## config.mk

```make
export PLATFORM = sky130hd
export DESIGN_NAME = mem_port_arbiter
export DESIGN_NICKNAME = d
export VERILOG_FILES = /design/src/rtl/mem_port_arbiter_pkg.sv /design/src/rtl/mem_port_arbiter_wait_counter.sv /design/src/rtl/mem_port_arbiter.sv
export SDC_FILE = /design/constraint.sdc
export NUM_CORES = 1
export LEC_CHECK = 0
export ABC_CLOCK_PERIOD_IN_PS = 2040
export CORE_MARGIN = 2
export CORE_UTILIZATION = 25
export DETAILED_ROUTE_END_ITERATION = 8
export PLACE_DENSITY = 0.53
export SLEW_MARGIN = 5
export SYNTH_ARGS = -nofsm -noshare
export SYNTH_HDL_FRONTEND = slang
export SYNTH_SLANG_ARGS = --single-unit
```

## constraint.sdc

```tcl
create_clock -name clock -period 2.04 [get_ports clock]
set_clock_uncertainty 0.2 [all_clocks]
set_input_delay 0.51 -clock clock [delete_from_list [all_inputs] [get_ports clock]]
set_output_delay 0.51 -clock clock [all_outputs]
set_load 0.02 [all_outputs]
```

## src/rtl/mem_port_arbiter_pkg.sv

```systemverilog
// mem_port_arbiter_pkg: shared state encoding, owner codes and memory geometry
package mem_port_arbiter_pkg;
  localparam int DEF_AW = 5;
  localparam int DEF_DW = 8;
  typedef enum logic [1:0] {IDLE = 2'b00, ACCESS = 2'b01, RESP = 2'b10} state_t;
  localparam logic OWN_CPU = 1'b0;
  localparam logic OWN_LDR = 1'b1;
endpackage

```

## src/rtl/mem_port_arbiter_wait_counter.sv

```systemverilog
// arb_wait_counter: saturating count of arbitrations lost by a pending loader request
module arb_wait_counter #(
  parameter int MAX_WAIT = 4
) (
  input  logic clock,
  input  logic reset,
  input  logic inc,
  input  logic clr,
  output logic at_max
);
  localparam int CW = $clog2(MAX_WAIT + 1);
  logic [CW-1:0] cnt;
  // clear wins over increment; stop counting once the forced-win threshold is reached
  always_ff @(posedge clock or negedge reset)
    if (!reset) cnt <= '0;
    else if (clr) cnt <= '0;
    else if (inc && !at_max) cnt <= cnt + 1'b1;
  assign at_max = cnt == CW'(MAX_WAIT);
endmodule

```

## src/rtl/mem_port_arbiter.sv

```systemverilog
// mem_port_arbiter: shares one synchronous RAM port between the CPU and the loader
module mem_port_arbiter
  import mem_port_arbiter_pkg::*;
#(
  parameter int AW = DEF_AW,
  parameter int DW = DEF_DW,
  parameter int MAX_WAIT = 4
) (
  input  logic          clock,
  input  logic          reset,
  input  logic          cpu_req,
  input  logic          cpu_we,
  input  logic [AW-1:0] cpu_addr,
  input  logic [DW-1:0] cpu_wdata,
  output logic          cpu_gnt,
  output logic          cpu_rvalid,
  output logic [DW-1:0] cpu_rdata,
  output logic          cpu_stall,
  input  logic          ldr_req,
  input  logic          ldr_we,
  input  logic [AW-1:0] ldr_addr,
  input  logic [DW-1:0] ldr_wdata,
  input  logic          ldr_lock,
  output logic          ldr_gnt,
  output logic          ldr_rvalid,
  output logic [DW-1:0] ldr_rdata,
  output logic          mem_en,
  output logic          mem_we,
  output logic [AW-1:0] mem_addr,
  output logic [DW-1:0] mem_wdata,
  input  logic [DW-1:0] mem_rdata,
  output logic          owner,
  output logic          locked
);
  state_t        state;
  logic          at_max;
  logic          idle;
  logic          ldr_win;
  logic          cpu_win;
  logic [DW-1:0] cpu_rq;
  logic [DW-1:0] ldr_rq;
  assign idle    = state == IDLE;
  assign ldr_win = idle && ldr_req && (ldr_lock || at_max || !cpu_req);
  assign cpu_win = idle && cpu_req && !ldr_lock && !ldr_win;
  arb_wait_counter #(.MAX_WAIT(MAX_WAIT)) u_wait (
    .clock (clock),
    .reset (reset),
    .inc   (cpu_win && ldr_req),
    .clr   (ldr_win || !ldr_req),
    .at_max(at_max)
  );
  // arbitrate in IDLE, drive the RAM for one cycle, then report read data
  always_ff @(posedge clock or negedge reset)
    if (!reset) begin
      state      <= IDLE;
      mem_en     <= 1'b0;
      mem_we     <= 1'b0;
      mem_addr   <= '0;
      mem_wdata  <= '0;
      owner      <= OWN_CPU;
      locked     <= 1'b0;
      cpu_gnt    <= 1'b0;
      ldr_gnt    <= 1'b0;
      cpu_rvalid <= 1'b0;
      ldr_rvalid <= 1'b0;
      cpu_rq     <= '0;
      ldr_rq     <= '0;
    end else begin
      cpu_gnt    <= 1'b0;
      ldr_gnt    <= 1'b0;
      cpu_rvalid <= 1'b0;
      ldr_rvalid <= 1'b0;
      case (state)
        IDLE: begin
          locked <= ldr_lock;
          if (cpu_win || ldr_win) begin
            state     <= ACCESS;
            mem_en    <= 1'b1;
            mem_we    <= ldr_win ? ldr_we : cpu_we;
            mem_addr  <= ldr_win ? ldr_addr : cpu_addr;
            mem_wdata <= ldr_win ? ldr_wdata : cpu_wdata;
            owner     <= ldr_win ? OWN_LDR : OWN_CPU;
            cpu_gnt   <= cpu_win;
            ldr_gnt   <= ldr_win;
          end
        end
        ACCESS: begin
          state      <= RESP;
          mem_en     <= 1'b0;
          mem_we     <= 1'b0;
          cpu_rvalid <= !mem_we && owner == OWN_CPU;
          ldr_rvalid <= !mem_we && owner == OWN_LDR;
        end
        RESP: begin
          state <= IDLE;
          if (cpu_rvalid) cpu_rq <= mem_rdata;
          if (ldr_rvalid) ldr_rq <= mem_rdata;
        end
        default: state <= IDLE;
      endcase
    end
  assign cpu_stall = locked;
  assign cpu_rdata = cpu_rvalid ? mem_rdata : cpu_rq;
  assign ldr_rdata = ldr_rvalid ? mem_rdata : ldr_rq;
endmodule

```

### Word level (Yosys, flattened, before mapping)

Cells that the tools add are included.
Widths: inputs -> output; s select.

| word-level totals | value |
|---|---|
| bits in registers | 42 |
| input port bits | 41 |
| output and inout port bits | 38 |

| operators by class | value |
|---|---|
| add/subtract/negate cells | 1 |
| equal/unequal tests | 4 |
| multiplexer cells | 20 |
| bitwise gates (word level) | 1 |
| reduce and logical (&&, ||, !) cells | 24 |

Operators with widths:

| kind | count |
|---|---|
| $mux 8 | 3 |
| $mux 1 | 10 |
| $logic_and 1x1->1 | 9 |
| $logic_not 1->1 | 6 |
| $mux 3 | 2 |
| $mux 5 | 1 |
| $logic_or 1x1->1 | 4 |
| $pmux 1 s2 | 2 |
| $pmux 2 s2 | 1 |
| $reduce_and 2->1 | 2 |
| $reduce_bool 2->1 | 2 |
| $add 3x1->3 const B | 1 |
| $eq 3x3->1 const B | 1 |
| $eq 2x1->1 const B | 1 |
| $eq 2x2->1 const B | 1 |
| $logic_not 2->1 | 1 |
| $mux 2 | 1 |
| $ne 2x1->1 const B | 1 |
| $not 1->1 | 1 |

### Longest topological paths before layout

Gate-level depths: netlist (run 1).

| depth | value |
|---|---|
| depth after elaboration | 10 |
| gate-level depth with buffers | 8 |
| gate-level depth less buffers | 7 |

### Hierarchy

A second synthesis (run 1) with hierarchy kept.

| second synthesis, totals | value |
|---|---|
| cells, all modules | 173 |
| area total of the unflattened synthesis | 1976.9 um2 |

Modules (own cells, without submodules):

| module | times used | cells an instance | area each (um2) | sequential area each (um2) |
|---|---|---|---|---|
| mem_port_arbiter | 1 | 155 | 1779.2 | 975.9 |
| arb_wait_counter | 1 | 18 | 197.7 | 75.1 |

### Worst setup path before layout (run 1)

No wires, ideal clock.

| path | value |
|---|---|
| kind | flip-flop to output port |
| start | reg cpu_rvalid |
| end | out cpu_rdata[0] |
| arrival | 1.055 ns |
| data required time | 1.330 ns |
| slack | 0.275 ns |
| stages on the path, launching flop included | 3 |
| path buffers | 1 |
| path through | dfrtp_1 -> buf_2 -> mux2_2 |

| on the way | value |
|---|---|
| cells in the longest elaborated chain, start to end | 1 |

RTL lines:

| item | line | text |
|---|---|---|
| start, declared | mem_port_arbiter.sv:16 | `output logic cpu_rvalid,` |
| start signal, assigned | mem_port_arbiter.sv:64 | `cpu_rvalid <= 1'b0;` |
| start signal, assigned | mem_port_arbiter.sv:71 | `cpu_rvalid <= 1'b0;` |
| start signal, assigned | mem_port_arbiter.sv:91 | `cpu_rvalid <= !mem_we && owner == OWN_CPU;` |
| $mux 8 | - |  |
| end, declared | mem_port_arbiter.sv:17 | `output logic [DW-1:0] cpu_rdata,` |

No other way between the ends.

### Worst setup path after layout (run 1)

Ends and elaborated chain as after synthesis.

==> results_dict.tcl, run 1 <==
set metrics [dict create \
    power.density_nw_per_um2 1467 \
    cp-start-kind "register" \
    numClockSinks 42 \
    cp-end-kind "output pin" \
    leakage_nw 1.437 \
    firstDrtPassIters 4 \
    critPathRequiredTime_ns 1.33 \
    ir_drop_mv 0.4753 \
    max_slew_margin_pct 78.89 \
    grt_max_degree 31 \
    post_dp_cell_area_sq_um 2942 \
    drt.antenna.violating_nets 0 \
    wl_per_cell_um 12.59 \
    ys_warn_count 0 \
    cp_cell_sequence "buf_12 -> mux2_2 -> buf_2" \
    synth_seq_cells 42 \
    routed_via_density 4.152 \
    area_delta_synth_final_pct 58.01 \
    port-buffer-count 78 \
    power_mw 4.581 \
    cts_buffers 5 \
    switching_share_pct 36.12 \
    h-tree-depth 2 \
    status "completed" \
    drc 0 \
    internal_power_mw 2.926 \
    cts_setup_buffers 0 \
    nNetsFinal 308 \
    dp_hpwl_mm 3.335 \
    syn_avg_cell_area_sq_um 11.10 \
    seqPwrFrac_pct 29.4 \
    maxSlewViolCount 0 \
    cts-root-buf "clkbuf_8" \
    crit_buf_inv 2 \
    grt_antenna_before_repair 0 \
    die_w_um 92.90 \
    worst_slack_ns 0.01159 \
    start_util_pct 25.70 \
    cts.clk_slew.worst_paths_ns 0.09 \
    final.fill_count 787 \
    yosysUniqueCellTypes 27 \
    layoutNonFillerInstCount 368 \
    dp.cells 359 \
    cp.arrival_ns 1.32 \
    fp.dieH_um 92.90 \
    syn_nets 221 \
    num_vias 1528 \
    fp.dieArea_sq_um 8629 \
    rows 32 \
    final_hold_viol_count 0 \
    power_frac_clock_pct 17.8 \
    grt_pass1_vias 1512 \
    cp_top_family "flip-flops" \
    crit_type "reg -> out" \
    tightest_slew_ns 0.3167 \
    path_max_fanout 9 \
    grt-ovfl-total 0 \
    routed_wl_mm 4.633 \
    min_period_ns 2.028 \
    clk_latency_ns 0.30 \
    syn_inst 178 \
    grt_use_total_pct 10.84 \
    grt_first_pass_wirelength_mm 7.258 \
    worst_path_max_delay_cell "dfrtp_1" \
    p_sw_mw 1.655 \
    drt_iter0_drc 71 \
    ctsLongestPathBuffers 2 \
    rsz0062_at_grt "true" \
    gp_congestion 0.7374 \
    preCtsSetupSlack_ns -0.4403 \
    ios 79 \
    netlist_area_sq_um 1976 \
    fin_crit_sh_pct 99.43 \
    antenna-diode-count 0 \
    hold_ws_ns 0.2468 \
    core_area_sq_um 7687 \
    clock.fmax_mhz 493.0 \
    min_path_type "reg -> reg" \
    setup_viol 0 \
    cap_violations 0 \
    comb_power_share_pct 52.8 \
    cts_tree "yes" \
    synth-seq-area-share_pct 53.20 \
    final_area_sq_um 3122 \
    drive_gt1_share_pct 27.82 \
    cp_slowest_stage_delay_ns 0.38 \
]
[layer usage]
| metal | GRT usage [%] | part of all wire, % |
|---|---|---|
| met1 | 12.98 | 44 |
| met2 | 17.39 | 47 |
| met3 | 4.963 | 8.5 |
| met4 | 3.309 | 0.86 |
| met5 | 0 | 0 |
[sequential cells by signal, indices dropped and copies added, names as in the netlist, 2 cells and up]
| signal | cells |
|---|---|
| mem_wdata | 8 |
| cpu_rq | 8 |
| mem_addr | 5 |
| u_wait.cnt | 3 |
| state | 2 |
| ldr_rq | 8 |
[worst register-to-register path, stage by stage, from the launching register on]
cell	delay, ns
dfrtp_1	0.41
inv_1	0.06
ha_1	0.22
and2_1	0.22
o211ai_4	0.25
inv_2	0.18
nand2_1	0.11
a31oi_1	0.08
[cell usage after synthesis, drive strengths merged]
library cell | instances | area (sq um)
o21ai | 3 | 15.01
nand4 | 1 | 6.260
o211ai | 1 | 21.27
a21oi | 5 | 36.29
nor2 | 15 | 58.81
a21o | 1 | 7.510
ha | 2 | 25.02
mux2 | 32 | 360.4
nor3 | 3 | 15.01
a31oi | 14 | 87.58
or2 | 1 | 6.260
buf | 11 | 77.57
and2 | 1 | 6.260
nand4b | 1 | 8.760
inv | 6 | 22.52
nor4 | 1 | 6.260
nand2b | 3 | 26.27
nand2 | 33 | 123.9
a211oi | 1 | 7.510
nor2b | 1 | 6.260
dfrtp | 42 | 1051
[cells by family after synthesis]
group	after synthesis	share of synthesized area [%]
muxes	32	18.24
buffers and inverters	17	5.066
DFF	42	53.20
adders and majority gates	2	1.266
and+or+nand+nor	60	13.36
AOI/OAI and AO/OA	25	8.866
[cell usage in the layout (no fill, tap or decap), types with 2 or more instances in the layout]
master	instances
buf_2	3
nor2_1	14
buf_4	10
buf_12	4
dlymetal6s2s_1	5
a31oi_1	14
clkbuf_8	6
nand2b_1	2
o21ai_0	3
clkdlybuf4s50_1	44
mux2_2	24
dfrtp_1	42
inv_1	5
dlygate4sd2_1	12
nand2_1	33
mux2_4	8
buf_6	12
bufinv_16	2
ha_1	2
nor3_1	3
a21oi_1	4
[stage by stage]
stage | utilization, % | TNS [ns]
after floorplan | - | 0
after global placement | 38.27 | -7.208
after detailed placement | 38.27 | -7.439
after CTS | 40.25 | -0.006610
after global routing | 40.61 | -0.2870
final | 40.61 | 0
[cell type report]
type / instances / area [sq um] / share of cell area [%]
clock inverter: 2 / 60.06 / 1.924
sequential: 42 / 1051 / 33.67
tap: 102 / 127.6 / 4.088
multi-input combinational: 119 / 854.6 / 27.37
inverter: 6 / 22.52 / 0.7214
clock buffer: 6 / 82.58 / 2.645
timing repair buffer: 91 / 923.4 / 29.58
[power by group through the flow]
stage	sequential [mW]	clock (mW)	combinational, mW
floorplan	1.57	0	1.19
detailed placement	1.37	0	2.42
CTS	1.36	0.842	2.43
finish	1.35	0.816	2.42
global route	1.40	0.870	2.60
global placement	1.35	0	2.42
[what timing repair did]
| action | in CTS | in global routing |
|---|---|---|
| endpoints found under the setup margin | 21 | 21 |
| resized for setup | 105 | 10 |
| endpoints found under the hold margin | 11 | 0 |
| hold buffers | 1 | 0 |
[final timing paths]
check / cells after the start / startpoint / endpoint / slack (ns)
worst max-delay path: 3 / cpu_rvalid / cpu_rdata[0] / 0.01
worst min-delay path: 1 / owner / cpu_rvalid / 0.25
worst max register to register: 7 / u_wait.cnt[0] / mem_wdata[0] / 0.21
worst min register to register: 1 / owner / cpu_rvalid / 0.25
max in group asynchronous: 3 / reset / u_wait.cnt[1] / 0.61
min in group asynchronous: 2 / reset / ldr_rq[4] / 0.43
No activity file was read; power rests on OpenSTA's default activity.
==> inputs of run 2 (changes only) <==
--- a/config.mk
+++ b/config.mk
@@ -9,7 +9,6 @@
 export CORE_MARGIN = 2
 export CORE_UTILIZATION = 25
 export DETAILED_ROUTE_END_ITERATION = 8
-export PLACE_DENSITY = 0.53
 export SLEW_MARGIN = 5
 export SYNTH_ARGS = -nofsm -noshare
 export SYNTH_HDL_FRONTEND = slang
==> results_dict.tcl, run 2 (synthesis gave the netlist of run 1 again) <==
set metrics [dict create \
    status "completed" \
    max_slew_margin_pct 66.76 \
    firstDrtPassIters 4 \
    grt-busiest-layer "met2" \
    ctsLongestPathBuffers 2 \
    cp_cell_sequence "buf_12 -> mux2_2 -> buf_4" \
    grt_first_pass_wirelength_mm 7.583 \
    ios 79 \
    fin_crit_sh_pct 99.18 \
    critPathRequiredTime_ns 1.33 \
    clk_latency_ns 0.29 \
    fp.dieArea_sq_um 8629 \
    dp_hpwl_mm 3.296 \
    setup_viol 0 \
    grt-ovfl-total 0 \
    ir_drop_mv 0.4834 \
    cp.arrival_ns 1.31 \
    drt_iter0_drc 34 \
    utilization_pct 40.58 \
    cts_tree "yes" \
    wl_per_cell_um 12.42 \
    gp_congestion 0.7287 \
    path_max_fanout 9 \
    antenna-diode-count 0 \
    final_area_sq_um 3119 \
    layoutNonFillerInstCount 366 \
    power.density_nw_per_um2 1476 \
    die_w_um 92.90 \
    leakage_nw 1.436 \
    drive_gt1_share_pct 27.27 \
    reg2reg_to "mem_wdata[2]" \
    worst_slack_ns 0.01665 \
    worst_path_max_delay_cell "dfrtp_1" \
    num_vias 1558 \
    drc 0 \
    tightest_slew_ns 0.4986 \
    cts_setup_buffers 0 \
    routed_wl_mm 4.544 \
    clock.fmax_mhz 494.2 \
    dp.cells 357 \
    final_hold_viol_count 0 \
    min_period_ns 2.023 \
    h-tree-depth 2 \
    rows 32 \
    cts_buffers 5 \
    tns_ns 0 \
    cp_top_family "flip-flops" \
    crit_buf_inv 2 \
    grt_antenna_before_repair 0 \
    start_util_pct 25.70 \
    cts.clk_slew.worst_paths_ns 0.09 \
    r2r_start "u_wait.cnt[0]" \
    cp_slowest_stage_delay_ns 0.38 \
    cp-start-kind "register" \
    hold_ws_ns 0.2668 \
    min-delay-start "owner" \
    min_path_type "reg -> reg" \
    power_mw 4.602 \
    cap_violations 0 \
    grt_pass1_vias 1636 \
    core_area_sq_um 7687 \
    port-buffer-count 78 \
    numClockSinks 42 \
    min_path_cells 1 \
    use_met3_pct 4.719 \
    crit_type "reg -> out" \
    layout_commonest_cell "clkdlybuf4s50_1" \
    final_cell_mix "clkdlybuf4s50_1, dfrtp_1, nand2_1" \
    grt_max_degree 31 \
    maxSlewViolCount 0 \
    preCtsSetupSlack_ns -0.4596 \
    hold_end "cpu_rvalid" \
    reg_top3 "cpu_rq x8, ldr_rq x8, mem_wdata x8" \
    r2r.worst_path.cells 7 \
    fp.dieH_um 92.90 \
    grt_use_total_pct 11.22 \
    cp-end-kind "output pin" \
    drt.antenna.violating_nets 0 \
    nNetsFinal 306 \
    use_met2_pct 19.87 \
    routed_via_density 4.257 \
    rsz0062_at_grt "true" \
    r2r_setup_slack_ns 0.25 \
    cts-root-buf "clkbuf_8" \
    grtUsageMet1_pct 12.18 \
    area_delta_synth_final_pct 57.88 \
    post_dp_cell_area_sq_um 2927 \
]
[run 2: final cells by class]
class / instances / area [sq um]
Clock inverter: 2 / 60.06
Fill cell: 756 / 4568
Timing Repair Buffer: 89 / 917.1
Clock buffer: 6 / 82.58
Inverter: 6 / 22.52
Sequential cell: 42 / 1051
Tap cell: 102 / 127.6
Multi-Input combinational cell: 119 / 858.3
[run 2: worst max-delay path by stage]
stage	depth (start not counted)	slack (ns)	from	end
floorplan	2	0.28	cpu_rvalid	cpu_rdata[0]
CTS	3	-0.007	cpu_rvalid	cpu_rdata[1]
global route	3	-0.04	ldr_rvalid	ldr_rdata[4]
global placement	3	-0.44	mem_rdata[1]	cpu_rdata[1]
detailed placement	3	-0.46	mem_rdata[1]	cpu_rdata[1]
finish	3	0.02	ldr_rvalid	ldr_rdata[4]
[run 2: layer usage]
metal	wire length, um	part of all wire (%)
met5	0	0
met4	46	1.0
met3	402	8.8
met2	2192	48
met1	1902	42
[run 2: what timing repair did]
action / in CTS / in global routing
hold buffers: 1 / 0
setup endpoints to repair: 19 / 18
gates resized for setup: 106 / 11
hold endpoints to repair: 20 / 0
[run 2: where the power goes]
| group | internal [mW] | total, mW | switching [mW] |
|---|---|---|---|
| clock network | 0.522 | 0.817 | 0.295 |
| registers | 1.17 | 1.35 | 0.181 |
| logic | 1.26 | 2.44 | 1.18 |
| total | 2.95 | 4.60 | 1.65 |
==> inputs of run 3 (changes only) <==
--- a/config.mk
+++ b/config.mk
@@ -9,6 +9,7 @@
 export CORE_MARGIN = 2
 export CORE_UTILIZATION = 25
 export DETAILED_ROUTE_END_ITERATION = 8
+export SKIP_CTS_REPAIR_TIMING = 1
 export SLEW_MARGIN = 5
 export SYNTH_ARGS = -nofsm -noshare
 export SYNTH_HDL_FRONTEND = slang
==> results_dict.tcl, run 3 (synthesis gave the netlist of run 1 again) <==
set metrics [dict create \
    cp_cell_sequence "buf_12 -> mux2_2 -> buf_4" \
    critPathRequiredTime_ns 1.33 \
    r2r.worst_path.cells 7 \
    wl_per_cell_um 12.49 \
    fin_crit_sh_pct 99.43 \
    switching_share_pct 36.05 \
    final_hold_viol_count 0 \
    reg_top3 "cpu_rq x8, ldr_rq x8, mem_wdata x8" \
    drive_gt1_share_pct 27.27 \
    antenna-diode-count 0 \
    final_cell_mix "clkdlybuf4s50_1, dfrtp_1, nand2_1" \
    grt_pass1_vias 1610 \
    cp_slowest_stage_delay_ns 0.38 \
    grt_antenna_before_repair 0 \
    r2r_start "u_wait.cnt[0]" \
    final.fill_count 747 \
    drt_iter0_drc 25 \
    cts_tree "yes" \
    core_area_sq_um 7687 \
    numClockSinks 42 \
    h-tree-depth 2 \
    cts_buffers 5 \
    ios 79 \
    utilization_pct 40.87 \
    grt_use_total_pct 11.01 \
    dp_hpwl_mm 3.296 \
    area_delta_synth_final_pct 59.02 \
    routed_wl_mm 4.572 \
    cts-root-buf "clkbuf_8" \
    rows 32 \
    power_mw 4.583 \
    rsz0062_at_grt "true" \
    routed_via_density 4.262 \
    worst_path_max_delay_cell "dfrtp_1" \
    setup_viol 0 \
    reg2reg_to "mem_wdata[2]" \
    ctsLongestPathBuffers 2 \
    fp.dieH_um 92.90 \
    gp_congestion 0.7287 \
    num_vias 1560 \
    grt-ovfl-total 0 \
    layout_commonest_cell "clkdlybuf4s50_1" \
    comb_power_share_pct 52.7 \
    power.density_nw_per_um2 1459 \
    r2r_setup_slack_ns 0.25 \
    grt_max_degree 31 \
    start_util_pct 25.70 \
    hold_end "cpu_rvalid" \
    cp.arrival_ns 1.32 \
    maxSlewViolCount 0 \
    crit_type "reg -> out" \
    min_path_cells 1 \
    cap_violations 0 \
    cp-start-kind "register" \
    drt.antenna.violating_nets 0 \
    port-buffer-count 78 \
    leakage_nw 1.528 \
    path_max_fanout 9 \
    fp.dieArea_sq_um 8629 \
    min_path_type "reg -> reg" \
    ir_drop_mv 0.4792 \
    drc 0 \
    grt_first_pass_wirelength_mm 7.403 \
    p_sw_mw 1.652 \
    status "completed" \
    clk_latency_ns 0.29 \
    cp-end-kind "output pin" \
    cts.clk_slew.worst_paths_ns 0.09 \
    tightest_slew_ns 0.4993 \
    die_w_um 92.90 \
    min-delay-start "owner" \
    clock.fmax_mhz 493.0 \
    internal_power_mw 2.931 \
    max_slew_margin_pct 66.71 \
    nNetsFinal 306 \
    min_period_ns 2.028 \
    firstDrtPassIters 4 \
    power_frac_clock_pct 17.9 \
    seqPwrFrac_pct 29.5 \
]
==> run 3: how the worst max path moves through the flow <==
stage	to	slack, ns	startpoint	cells after the start
floorplan	cpu_rdata[0]	0.28	cpu_rvalid	2
global placement	cpu_rdata[1]	-0.44	mem_rdata[1]	3
detailed placement	cpu_rdata[1]	-0.46	mem_rdata[1]	3
CTS	cpu_rdata[1]	-0.46	mem_rdata[1]	3
global route	ldr_rdata[4]	-0.04	ldr_rvalid	3
finish	ldr_rdata[4]	0.01	ldr_rvalid	3
==> run 3: worst max-delay path, delay by kind of cell, from the launching register on <==
family,cells,cell delay [ns]
buffers and inverters,2,0.30
DFF,1,0.38
muxes,1,0.35
==> run 3: through the flow <==
step                setup TNS [ns]  instance area, sq um  std cells  hold WS [ns]  setup WS [ns]
finish                           0                  3142        366        0.2667        0.01159
global route               -0.2745                  3142        366        0.3013       -0.03651
CTS                         -6.966                  3069        365      -0.01325        -0.4596
detailed placement          -7.047                  2927        357        0.2605        -0.4596
global placement            -6.794                  2927        357        0.2577        -0.4431
floorplan                        0                  1976        178       0.01441         0.2754
==> run 3: cell type report <==
cell class                 count  area (sq um)  share of cell area, %
sequential                    42          1051                  33.45
timing repair buffer          89         939.7                  29.91
tap                          102         127.6                  4.062
clock buffer                   6         82.58                  2.628
inverter                       6         22.52                 0.7168
clock inverter                 2         60.06                  1.912
multi-input combinational    119         858.3                  27.32
==> run 3: power by group through the flow <==
stage	clock network, mW	registers [mW]	logic (mW)
floorplan	0	1.57	1.19
global placement	0	1.36	2.40
detailed placement	0	1.37	2.41
CTS	0.844	1.36	2.41
global route	0.880	1.40	2.62
finish	0.819	1.35	2.41
==> run 3: routing by layer <==
metal | track usage, % | vias up | share of wire (%)
li1 | - | 774 | -
met1 | 12.03 | 723 | 42
met2 | 19.38 | 59 | 49
met3 | 4.638 | 4 | 8.8
met4 | 3.309 | 0 | 1.0
met5 | 0 | - | 0
